[src/rtl/kbd_pkg.sv]
// Shared types and helpers for the PS/2 scan-code-set-2 key decoder.
// Prefix/modifier byte values, FSM state, event record and ASCII mapping.
package kbd_pkg;

    localparam int KBD_CNT_MAX_W = 16;

    localparam logic [7:0] PFX_EXT    = 8'hE0;
    localparam logic [7:0] PFX_BRK    = 8'hF0;
    localparam logic [7:0] MOD_LSHIFT = 8'h12;
    localparam logic [7:0] MOD_RSHIFT = 8'h59;
    localparam logic [7:0] MOD_CAPS   = 8'h58;

    typedef enum logic [1:0] {
        ST_IDLE    = 2'd0,
        ST_EXT     = 2'd1,
        ST_BRK     = 2'd2,
        ST_EXT_BRK = 2'd3
    } kbd_state_t;

    // count is sized for the widest supported counter; narrower builds zero-extend
    typedef struct packed {
        logic [7:0]               ascii;
        logic [7:0]               scan;
        logic                     ext;
        logic [KBD_CNT_MAX_W-1:0] count;
    } kbd_event_t;

    function automatic logic [7:0] scan2ascii(input logic [7:0] code,
                                              input logic       ext,
                                              input logic       upper);
        logic [7:0] a;
        a = 8'h00;
        if (ext) begin
            case (code)
                8'h5A:   a = 8'h0D;
                8'h4A:   a = 8'h2F;
                default: a = 8'h00;
            endcase
        end else begin
            case (code)
                8'h1C: a = 8'h61;  8'h32: a = 8'h62;  8'h21: a = 8'h63;
                8'h23: a = 8'h64;  8'h24: a = 8'h65;  8'h2B: a = 8'h66;
                8'h34: a = 8'h67;  8'h33: a = 8'h68;  8'h43: a = 8'h69;
                8'h3B: a = 8'h6A;  8'h42: a = 8'h6B;  8'h4B: a = 8'h6C;
                8'h3A: a = 8'h6D;  8'h31: a = 8'h6E;  8'h44: a = 8'h6F;
                8'h4D: a = 8'h70;  8'h15: a = 8'h71;  8'h2D: a = 8'h72;
                8'h1B: a = 8'h73;  8'h2C: a = 8'h74;  8'h3C: a = 8'h75;
                8'h2A: a = 8'h76;  8'h1D: a = 8'h77;  8'h22: a = 8'h78;
                8'h35: a = 8'h79;  8'h1A: a = 8'h7A;
                8'h45: a = 8'h30;  8'h16: a = 8'h31;  8'h1E: a = 8'h32;
                8'h26: a = 8'h33;  8'h25: a = 8'h34;  8'h2E: a = 8'h35;
                8'h36: a = 8'h36;  8'h3D: a = 8'h37;  8'h3E: a = 8'h38;
                8'h46: a = 8'h39;
                8'h29: a = 8'h20;  8'h5A: a = 8'h0D;  8'h66: a = 8'h08;
                8'h0D: a = 8'h09;  8'h76: a = 8'h1B;
                default: a = 8'h00;
            endcase
        end
        if (upper && (a >= 8'h61) && (a <= 8'h7A))
            a = a - 8'h20;
        return a;
    endfunction

endpackage

[src/rtl/kbd_event_fifo.sv]
// Synchronous FIFO of key events; a push into a full FIFO succeeds only when a
// pop happens on the same edge, otherwise it is dropped and flagged on o_drop.
module kbd_event_fifo
    import kbd_pkg::*;
#(
    parameter int DEPTH = 8
) (
    input  logic       clk,
    input  logic       rst,
    input  logic       i_push,
    input  kbd_event_t i_data,
    input  logic       i_pop,
    output kbd_event_t o_data,
    output logic       o_full,
    output logic       o_empty,
    output logic       o_drop
);
    localparam int AW = $clog2(DEPTH);

    kbd_event_t    r_mem [DEPTH];
    logic [AW:0]   r_wr;
    logic [AW:0]   r_rd;
    logic          w_do_pop;
    logic          w_do_push;

    assign o_empty   = (r_wr == r_rd);
    assign o_full    = (r_wr[AW] != r_rd[AW]) && (r_wr[AW-1:0] == r_rd[AW-1:0]);
    assign w_do_pop  = i_pop && !o_empty;
    assign w_do_push = i_push && (!o_full || w_do_pop);
    assign o_drop    = i_push && o_full && !w_do_pop;
    assign o_data    = o_empty ? '0 : r_mem[r_rd[AW-1:0]];

    always_ff @(posedge clk) begin
        if (rst) begin
            r_wr <= '0;
            r_rd <= '0;
        end else begin
            if (w_do_push) r_wr <= r_wr + 1'b1;
            if (w_do_pop)  r_rd <= r_rd + 1'b1;
        end
    end

    always_ff @(posedge clk) begin
        if (w_do_push) r_mem[r_wr[AW-1:0]] <= i_data;
    end

endmodule

[src/rtl/ps2_key_decoder.sv]
// PS/2 set-2 byte stream to key-press events, buffered in an event FIFO.
// Define KBD_SHIFT_EN to enable shift/caps-lock tracking and uppercase letters.
module ps2_key_decoder
    import kbd_pkg::*;
#(
    parameter int FIFO_DEPTH = 8,
    parameter int CNT_W      = 8
) (
    input  logic             clk,
    input  logic             rst,
    input  logic             in_valid,
    input  logic [7:0]       in_data,
    output logic             out_valid,
    input  logic             out_ready,
    output logic [7:0]       out_ascii,
    output logic [7:0]       out_scan,
    output logic             out_ext,
    output logic [CNT_W-1:0] out_count,
    output logic             caps_lock,
    output logic             key_held,
    output logic             overflow
);
    kbd_state_t       r_state;
    kbd_state_t       w_state_nxt;
    logic             w_make;
    logic             w_brk;
    logic             w_ext;
    logic             w_is_mod;
    logic             w_upper;
    logic             w_hit;
    logic             w_new_key;
    logic             r_held_vld;
    logic [7:0]       r_held_code;
    logic             r_held_ext;
    logic [CNT_W-1:0] r_cnt;
    logic [CNT_W-1:0] w_cnt_nxt;
    logic             r_push_p0;
    kbd_event_t       r_evt_p0;
    kbd_event_t       w_head;
    logic             w_full;
    logic             w_empty;
    logic             w_drop;
    logic [KBD_CNT_MAX_W-1:0] w_unused_cnt;

    always_ff @(posedge clk) begin
        if (rst) r_state <= ST_IDLE;
        else     r_state <= w_state_nxt;
    end

    always_comb begin
        w_state_nxt = r_state;
        w_make      = 1'b0;
        w_brk       = 1'b0;
        w_ext       = 1'b0;
        if (in_valid) begin
            case (r_state)
                ST_IDLE: begin
                    if (in_data == PFX_EXT)      w_state_nxt = ST_EXT;
                    else if (in_data == PFX_BRK) w_state_nxt = ST_BRK;
                    else                         w_make = 1'b1;
                end
                ST_EXT: begin
                    if (in_data == PFX_BRK)      w_state_nxt = ST_EXT_BRK;
                    else if (in_data == PFX_EXT) w_state_nxt = ST_EXT;
                    else begin
                        w_make      = 1'b1;
                        w_ext       = 1'b1;
                        w_state_nxt = ST_IDLE;
                    end
                end
                ST_BRK: begin
                    w_brk       = 1'b1;
                    w_state_nxt = ST_IDLE;
                end
                default: begin
                    w_brk       = 1'b1;
                    w_ext       = 1'b1;
                    w_state_nxt = ST_IDLE;
                end
            endcase
        end
    end

`ifdef KBD_SHIFT_EN
    logic r_shift;
    logic r_caps;
    logic r_caps_held;

    assign w_is_mod  = (in_data == MOD_LSHIFT) || (in_data == MOD_RSHIFT) || (in_data == MOD_CAPS);
    assign w_upper   = r_shift ^ r_caps;
    assign caps_lock = r_caps;

    // caps toggles once per physical press; typematic repeats are held off by r_caps_held
    always_ff @(posedge clk) begin
        if (rst) begin
            r_shift     <= 1'b0;
            r_caps      <= 1'b0;
            r_caps_held <= 1'b0;
        end else if (w_is_mod) begin
            if (in_data == MOD_CAPS) begin
                if (w_make) begin
                    r_caps_held <= 1'b1;
                    if (!r_caps_held) r_caps <= ~r_caps;
                end else if (w_brk) begin
                    r_caps_held <= 1'b0;
                end
            end else begin
                if (w_make)     r_shift <= 1'b1;
                else if (w_brk) r_shift <= 1'b0;
            end
        end
    end
`else
    assign w_is_mod  = 1'b0;
    assign w_upper   = 1'b0;
    assign caps_lock = 1'b0;
`endif

    assign w_hit     = r_held_vld && (r_held_ext == w_ext) && (r_held_code == in_data);
    assign w_new_key = w_make && !w_is_mod && !w_hit;
    assign w_cnt_nxt = r_cnt + 1'b1;

    always_ff @(posedge clk) begin
        if (rst) begin
            r_held_vld <= 1'b0;
            r_cnt      <= '0;
            r_push_p0  <= 1'b0;
            overflow   <= 1'b0;
        end else begin
            if (w_new_key)                         r_held_vld <= 1'b1;
            else if (w_brk && !w_is_mod && w_hit)  r_held_vld <= 1'b0;
            if (w_new_key) r_cnt <= w_cnt_nxt;
            r_push_p0 <= w_new_key;
            if (w_drop) overflow <= 1'b1;
        end
    end

    // decode stage -> FIFO write stage
    always_ff @(posedge clk) begin
        if (w_new_key) begin
            r_held_code    <= in_data;
            r_held_ext     <= w_ext;
            r_evt_p0.ascii <= scan2ascii(in_data, w_ext, w_upper);
            r_evt_p0.scan  <= in_data;
            r_evt_p0.ext   <= w_ext;
            r_evt_p0.count <= KBD_CNT_MAX_W'(w_cnt_nxt);
        end
    end

    kbd_event_fifo #(.DEPTH(FIFO_DEPTH)) u_fifo (
        .clk     (clk),
        .rst     (rst),
        .i_push  (r_push_p0),
        .i_data  (r_evt_p0),
        .i_pop   (out_ready),
        .o_data  (w_head),
        .o_full  (w_full),
        .o_empty (w_empty),
        .o_drop  (w_drop)
    );

    assign w_unused_cnt = w_head.count;
    assign out_valid    = !w_empty;
    assign out_ascii    = w_head.ascii;
    assign out_scan     = w_head.scan;
    assign out_ext      = w_head.ext;
    assign out_count    = w_head.count[CNT_W-1:0];
    assign key_held     = r_held_vld;

endmodule

[config.mk]
export PLATFORM = sky130hd
export DESIGN_NAME = ps2_key_decoder
export DESIGN_NICKNAME = d
export VERILOG_FILES = /design/src/rtl/kbd_pkg.sv /design/src/rtl/kbd_event_fifo.sv /design/src/rtl/ps2_key_decoder.sv
export SDC_FILE = /design/constraint.sdc
export NUM_CORES = 1
export LEC_CHECK = 0
export CORE_ASPECT_RATIO = 0.7
export CORE_MARGIN = 2
export CORE_UTILIZATION = 50
export DETAILED_ROUTE_END_ITERATION = 12
export HOLD_SLACK_MARGIN = 0.12
export PLACE_DENSITY = 0.77
export SKIP_LAST_GASP = 1
export SYNTH_ARGS = -nofsm -noshare
export SYNTH_HDL_FRONTEND = slang
export SYNTH_SLANG_ARGS = --single-unit
export TNS_END_PERCENT = 1
[constraint.sdc]
create_clock -name clk -period 5.67 [get_ports clk]
set_input_delay 0.8505 -clock clk [delete_from_list [all_inputs] [get_ports clk]]
set_output_delay 0.8505 -clock clk [all_outputs]
set_load 0.02 [all_outputs]
## Word-level counts from Yosys, hierarchy flattened

Memory sizes are Yosys's and may differ from the RTL's. A register that Yosys moved wholly into a read port is not among the register bits.
Cells that the tools add are included.
Widths: inputs -> output; s select.

- Memories kept: 2
- Bits in read-only memories: 896
- Latch bits: 0
- Bits in writable memories: 200
- Bits of input ports: 12
- Register bits: 46

Memory list:

| name | words | bits a word | rd ports | clocked after Yosys merged registers in | wr ports | line | RTL |
|---|---|---|---|---|---|---|---|
| (no name shown) | 128 | 7 | 1 | 0 | 0 | kbd_pkg.sv:40 | `case (code)` |
| u_fifo.r_mem | 8 | 25 | 1 | 1 | 1 | kbd_event_fifo.sv:20 | `kbd_event_t r_mem [DEPTH];` |

- Add/sub/neg operators: 3
- Equality and inequality tests: 12
- Multipliers: 0
- Reductions and logical operators: 19
- Bitwise logic cells: 0
- Shifts and indexed selects: 0
- Mux-type cells: 25
- Order comparisons: 0
- Divide/modulo/power cells: 0

Operators by type and width:

| cell | count |
|---|---|
| $mux 33 | 1 |
| $eq 8x7->1 const B | 2 |
| $eq 8x8->1 const B | 2 |
| $mux 8 | 2 |
| $mux 1 | 13 |
| $pmux 6 s2 | 1 |
| $logic_and 1x1->1 | 9 |
| $add 4x1->4 const B | 2 |
| $add 8x1->8 const B | 1 |
| $eq 8x8->1 | 1 |
| $mux 2 | 3 |
| $mux 3 | 2 |
| $eq 4x4->1 | 1 |
| $logic_not 1->1 | 4 |
| $pmux 1 s2 | 2 |
| $pmux 2 s2 | 1 |
| $reduce_or 2->1 | 2 |
| $eq 3x3->1 | 1 |
| $ne 3x3->1 const B | 1 |
| $eq 2x1->1 const B | 1 |
| $eq 2x2->1 const B | 1 |
| $logic_not 2->1 | 1 |
| $reduce_and 2->1 | 1 |
| $reduce_bool 2->1 | 1 |
| 3 further kinds | 3 |

## Longest topological paths before layout

Gate-level depths: netlist of run 1.

- Depth after elaboration: 11
- Mapped depth: 9

## Cells and area by module

Synthesis of run 1 repeated with hierarchy kept, for this count alone.

- Cells, all modules: 761
- Area, all modules: 13,091.3 µm²

By module, submodules not included:

| module | area each (µm²) | cells each | times used |
|---|---|---|---|
| kbd_event_fifo | 10,697.8 | 490 | 1 |
| ps2_key_decoder | 2,393.5 | 271 | 1 |

## Least setup slack after synthesis of run 1

Ideal clock, no wire load.

- Kind: input to register
- From: in out_ready
- To: mem u_fifo.r_mem[4][0] (netlist bit) (enable)
- Setup slack: 1.322 ns
- Arrival time: 3.873 ns
- Required time: 5.195 ns
- Stages on the path: 4
- Buffers on the path: 1
- Path through: nor2_1 a21bo_2 buf_2 nor4b_1

- Longest elaborated chain between the ends: 5

Ends and longest elaborated chain:

| what | line | RTL |
|---|---|---|
| from (decl) | ps2_key_decoder.sv:14 | `input logic out_ready,` |
| $logic_and 1x1->1 | kbd_event_fifo.sv:28 | `assign w_do_pop = i_pop && !o_empty;` |
| $logic_or 1x1->1 | kbd_event_fifo.sv:29 | `assign w_do_push = i_push && (!o_full \|\| w_do_pop);` |
| $logic_and 1x1->1 | kbd_event_fifo.sv:29 |  |
| $mux 1 | kbd_event_fifo.sv:44 | `if (w_do_push) r_mem[r_wr[AW-1:0]] <= i_data;` |
| $mux 1 (not written as such) | kbd_event_fifo.sv:44 |  |
| to (decl) | kbd_event_fifo.sv:20 |  |

Every way passes these cells.

==> metrics, run 1 <==
run status=finished, final reports clean; Final Net Count=712; Site Rows=44; number of enable flip-flop cells after synthesis=216; Post-route DRC=0; antenna-violating nets left=0; Reg2Reg Depth=5; # diodes=0; share of layout cells above drive strength 1=17.45%; Largest delay share family, worst path=flip-flops; final hold vios=0; DR vias=5986; metal2 WL=10760 um; GRT Total Usage=20.98%; clk buf depth=3; vias in the first global route=5901; Rel. slew slack=21.82%; CTS sink cnt=240; Hold Crit Class=register to register; wire length of the first global-routing pass=35330 um; Die Area=22140 sq um; critical path fanouts, max=48; DR vias/cell=6.102; Routed WL=22670 um; total negative slack=0 ps; crit-path max cell delay=980 ps; Unique masters post-synth=65; filler-free cell count of the finished design=981; Setup Skew=26.69 ps; Worst Max-Slew Pin Slew=1165 ps; core area=20640 sq um; Pwr Density=344.1 nW/um^2; largest net degree at the start of global routing=49; share of the synthesized area in the top cell type=61.94%; Yosys warning total=0; Top Layer Used=met4; post_cts resized=0; most numerous cell in the Yosys netlist=edfxtp_1; Reg-to-Reg End=r_evt_p0[29]; CTS Hold Bufs=0; CTS Buf Count=23; R2R Setup Slk=2820 ps; Mapped Area=10470 sq um; critical path, cell by cell=mux4_2, mux2i_1, nor2_1, clkdlybuf4s50_1; Max-Cap Viols=0; postcts setup bufs=0; startpoint types=register; Hold Worst Slack=468.1 ps; Synth async-reset ratio=0%; worst path bufs/invs=1; GP Congestion=0.8262; CP endpoint kind=output pin; Tmin final=3906 ps; Critical Path AT=3060 ps; Max IR drop VDD=0.1980 mV; drt wl/cell=23.11 um; WHS Path Cells=2; Worst EP required=4820 ps; Root Buffer=clkbuf_16; Fillers=1553; CTS tree=done; Initial DRC Count=642; Clk Latency, worst-skew pair=530 ps; Mapped Cells=657; hold path startpoint=overflow; FMAX=256.0 MHz; register bit count reported by yosys=240; unrepaired setup endpoints after global routing=no; cell at the slowest stage of the critical path=dfxtp_4; Yosys top cell by area=edfxtp_1; initial antenna violation count=0; DRT Pass-1 Iters=5; Setup Crit Path Kind=register to output pin; CTS clock-pin slew for the worst setup and hold paths=60 ps; Placed Instances=940; fin crit share=68.89%; Commonest cells post-synth=edfxtp_1 (216), mux4_2 (50), nor2_1 (46); Setup violations, final=0; WL met3=1297 um; Min-Delay Endpoint=overflow; cells taking the most area after synthesis=edfxtp_1 (62%), mux4_2 (11%), dfxtp_1 (4.6%), mux2i_1 (2.7%), nor2_1 (1.6%); Initial Utilization=50.72%; Detail Placement HPWL=13310 um; IO Count=41; die width=177.0 um; IO buf count=38; Critical R2R Launch=r_evt_p0[20]; Design Power=0.004101 W; H-tree Lvls=1; grt total ovfl=0; WL met1=10230 um; Avg Cell Area, Syn=15.94 sq um; post-synthesis sequential area ratio=66.53%; Synth Flop Type=edfxtp_1; max-slew violations=0; die height=125.1 um; P&R area growth vs syn=13.80%; P_leak=3.801 nW
==> per-layer routing <==
metal | global-route usage [%] | vias up
met4 | 4.618 | 0
met1 | 31.91 | 3085
met5 | 0 | -
met3 | 2.524 | 29
li1 | - | 2658
met2 | 32.85 | 214
==> cell type report <==
cell class / instances / area, sq um / share of cell area [%]
clock inverter: 14 / 163.9 / 1.375
multi-input combinational: 359 / 3291 / 27.61
timing repair buffer: 52 / 485.5 / 4.074
tap: 276 / 345.3 / 2.898
sequential: 240 / 6972 / 58.51
clock buffer: 27 / 610.6 / 5.124
inverter: 13 / 48.80 / 0.4095
==> through the flow <==
step | utilization, % | setup WS, ps | area, sq um
floorplan | - | 1322 | 10480
detailed placement | 53.97 | 1364 | 11140
CTS | 57.72 | 1651 | 11920
global route | 57.72 | 1552 | 11920
global placement | 53.97 | 1588 | 11140
finish | 57.72 | 1764 | 11920
==> worst register-to-register path, cell delays in order, from the launching register on <==
cell      delay, ps
edfxtp_1        550
xor2_1          240
nor4_4          530
nand3_1         250
o21ai_0         360
inv_1           500
==> cell families after synthesis <==
| family | after synthesis | share of synthesized area, % |
|---|---|---|
| xor gates and xnor gates | 24 | 2.079 |
| and+or+nand+nor | 144 | 7.385 |
| AOI/OAI and AO/OA | 100 | 6.632 |
| buffers and inverters | 59 | 2.593 |
| muxes | 78 | 13.43 |
| DFF | 240 | 66.53 |
| adders and majority gates | 11 | 1.314 |
| other | 1 | 0.03581 |
==> where the power goes <==
group	total [W]	internal [W]	switching [W]	leakage, nW
Clock	0.00156	0.000914	0.000641	0.384
Combinational	0.000487	0.000244	0.000243	1.23
Sequential	0.00206	0.00197	0.0000890	2.18
==> cells in the final DEF (no fill, tap or decap), drive strengths merged, types with 14 or more instances in the layout <==
cell type      Yosys  routed
clkdlybuf4s50      0      38
nand2             25      25
a21oi             16      16
inv               13      15
clkbuf            21      27
edfxtp           216     216
mux4              50      50
dfxtp             24      24
nor2              46      46
xor2              14      14
mux2i             28      28
o21ai             24      24
buf               25      14
==> sequential cells by signal (all words and copies together), names as in the netlist, named ones only <==
register,cells
u_fifo.r_mem,192
r_evt_p0,24
r_cnt,8
u_fifo.r_rd,4
u_fifo.r_wr,4
r_state,2
key_held,1
overflow,1
r_push_p0,1
==> how the worst max path moves through the flow <==
stage                from            endpoint  slack (ps)  cells past startpoint
6_report         register         out_scan[7]        1760                      4
5_1_grt          register         out_scan[7]        1550                      4
4_1_cts          register         out_scan[7]        1650                      4
3_5_place_dp   in_data[1]        r_evt_p0[29]        1360                      8
3_3_place_gp   in_data[1]        r_evt_p0[26]        1590                      8
2_1_floorplan   out_ready  u_fifo.r_mem[4][0]        1320                      4
Power figures use the tool's default switching activity.
==> inputs of run 2 (changes only) <==
==> constraint.sdc (replaced) <==
create_clock -name clk -period 4 [get_ports clk]
set_input_delay 0.6 -clock clk [delete_from_list [all_inputs] [get_ports clk]]
set_output_delay 0.6 -clock clk [all_outputs]
set_load 0.02 [all_outputs]
==> metrics, run 2 (synthesis gave the netlist of run 1 again) <==
Routed WL=21710 um (-4.2%); CTS sink cnt=240 (unchanged); Placed Instances=950 (+1.1%); CTS clock-pin slew for the worst setup and hold paths=60 ps (about the same); DR vias=5922 (-1.1%); IO buf count=38 (unchanged); Detail Placement HPWL=13350 um (+0.33%); Rel. slew slack=59.73% (+38 points); die height=125.1 um (unchanged); CP endpoint kind=output pin; Setup Crit Path Kind=register to output pin; area of the multi-input gates=3299 sq um (+0.27%); # diodes=0 (unchanged); GRT Total Usage=20.15% (-0.84 points); Setup Skew=15.97 ps (-10.72 ps); Largest delay share family, worst path=buffers and inverters; drt wl/cell=21.91 um (-5.2%); commonest non-fill, non-tap cell in the layout=edfxtp_1; grt total ovfl=0 (unchanged); final setup margin=569.4 ps (-1195 ps); DRT Pass-1 Iters=5 (unchanged); cell at the slowest stage of the critical path=dfxtp_4; Max IR drop VDD=0.2653 mV (+34%); Hold Crit Class=register to register; GP Congestion=0.8966 (+8.5%); P_leak=3.820 nW (+0.49%); Tmin final=3431 ps; crit-path max cell delay=630 ps (-350 ps); clk buf depth=3 (unchanged); unrepaired setup endpoints after global routing=no; critical path fanouts, max=28 (-42%); fin crit share=85.77%; CTS Hold Bufs=0 (unchanged); FMAX=291.5 MHz; Die Area=22140 sq um (unchanged); post_cts resized=0 (unchanged); register area=6972 sq um (unchanged); die width=177.0 um (unchanged); P&R area growth vs syn=14.18%; Pwr Density=471.9 nW/um^2 (+37%); worst path bufs/invs=2 (+1); Post-route DRC=0 (unchanged); Max-Cap Viols=0 (unchanged); wire length of the first global-routing pass=34420 um (-2.6%); Initial DRC Count=634 (-1.2%); critical path, cell by cell=buf_12, mux4_2, mux2i_1, nor2_1, clkdlybuf4s50_1; initial antenna violation count=0 (unchanged); postcts setup bufs=0 (unchanged); Design Power=0.005642 W (+38%); Final Net Count=722 (+1.4%); Root Buffer=clkbuf_16; final hold vios=0 (unchanged); commonest non-fill, non-tap cells in the layout=edfxtp_1 (216), mux4_2 (50), nor2_1 (46), clkdlybuf4s50_1 (38), mux2i_1 (28); filler-free cell count of the finished design=991 (+1.0%); Setup violations, final=0 (unchanged); share of layout cells above drive strength 1=17.90% (+0.46 points); Worst EP required=3400 ps (-1420 ps); core area=20640 sq um (unchanged); Largest register FFs=192 (unchanged); Worst Max-Slew Pin Slew=588.9 ps (-576.0 ps); Clk Latency, worst-skew pair=520 ps (about the same); CTS Buf Count=23 (unchanged); Fillers=1560 (+0.45%); Initial Utilization=50.72% (unchanged); Critical Path AT=2830 ps (-230 ps); IO Count=41 (unchanged); startpoint types=register; vias in the first global route=5957 (+0.95%); CTS tree=done; run status=finished, final reports clean; H-tree Lvls=1 (unchanged); max-slew violations=0 (unchanged); Site Rows=44 (unchanged); antenna-violating nets left=0 (unchanged); pre-CTS setup slack=532.8 ps (-831.6 ps); largest net degree at the start of global routing=29 (-41%); DR vias/cell=5.976 (-2.1%)
[run 2: cell types whose count changed in the layout (fill, tap and decap cells not counted), moves of 2 or more]
cell,before,now
buf_4,14,22
clkinv_1,2,5
buf_12,0,2
clkbuf_8,2,0
clkbuf_1,2,4
clkinv_2,6,4
clkinv_4,0,3
bufinv_16,3,1
[run 2: area by class of cell]
class                   instances  share of cell area [%]
clock inverters                14                  0.9627
inverters                      13                  0.4081
clock buffers                  27                   4.939
repair buffers                 62                   4.897
well taps                     276                   2.888
multi-input cells             359                   27.60
flip-flops and latches        240                   58.31
[run 2: metal layers]
layer  wire length (um)  track usage [%]
met1               9837            29.98
met2              10280            32.00
met3               1310            3.133
met4                284            3.841
met5                  0                0
[run 2: per-stage QoR]
stage / hold slack [ps] / setup TNS, ps / util (%) / cell area, sq um
after floorplan: 470.5 / -6553 / - / 10480
after global placement: 460.2 / 0 / 54.50 / 11250
after detailed placement: 464.4 / 0 / 54.50 / 11250
after CTS: 481.6 / 0 / 57.92 / 11960
after global routing: 509.1 / 0 / 57.92 / 11960
final: 478.0 / 0 / 57.92 / 11960
[run 2: path summary, 6_finish.rpt]
check	from	end	slack, ps	depth (start not counted)
setup / recovery	register	out_scan[5]	570	5
hold / removal	overflow	overflow	480	2
setup reg to reg	r_evt_p0[20]	r_evt_p0[30]	1420	6
hold reg to reg	overflow	overflow	480	2
[run 2: worst min-delay path, stage by stage (launching register included)]
cell and delay [ps]:
dfxtp_1 330, a31oi_1 50, nor2_1 70
[run 2: where the power goes]
part           total, W  internal [W]  switching (W)
logic          0.000737      0.000361       0.000375
registers       0.00288       0.00279      0.0000931
clock network   0.00202       0.00113       0.000889
total           0.00564       0.00429        0.00136
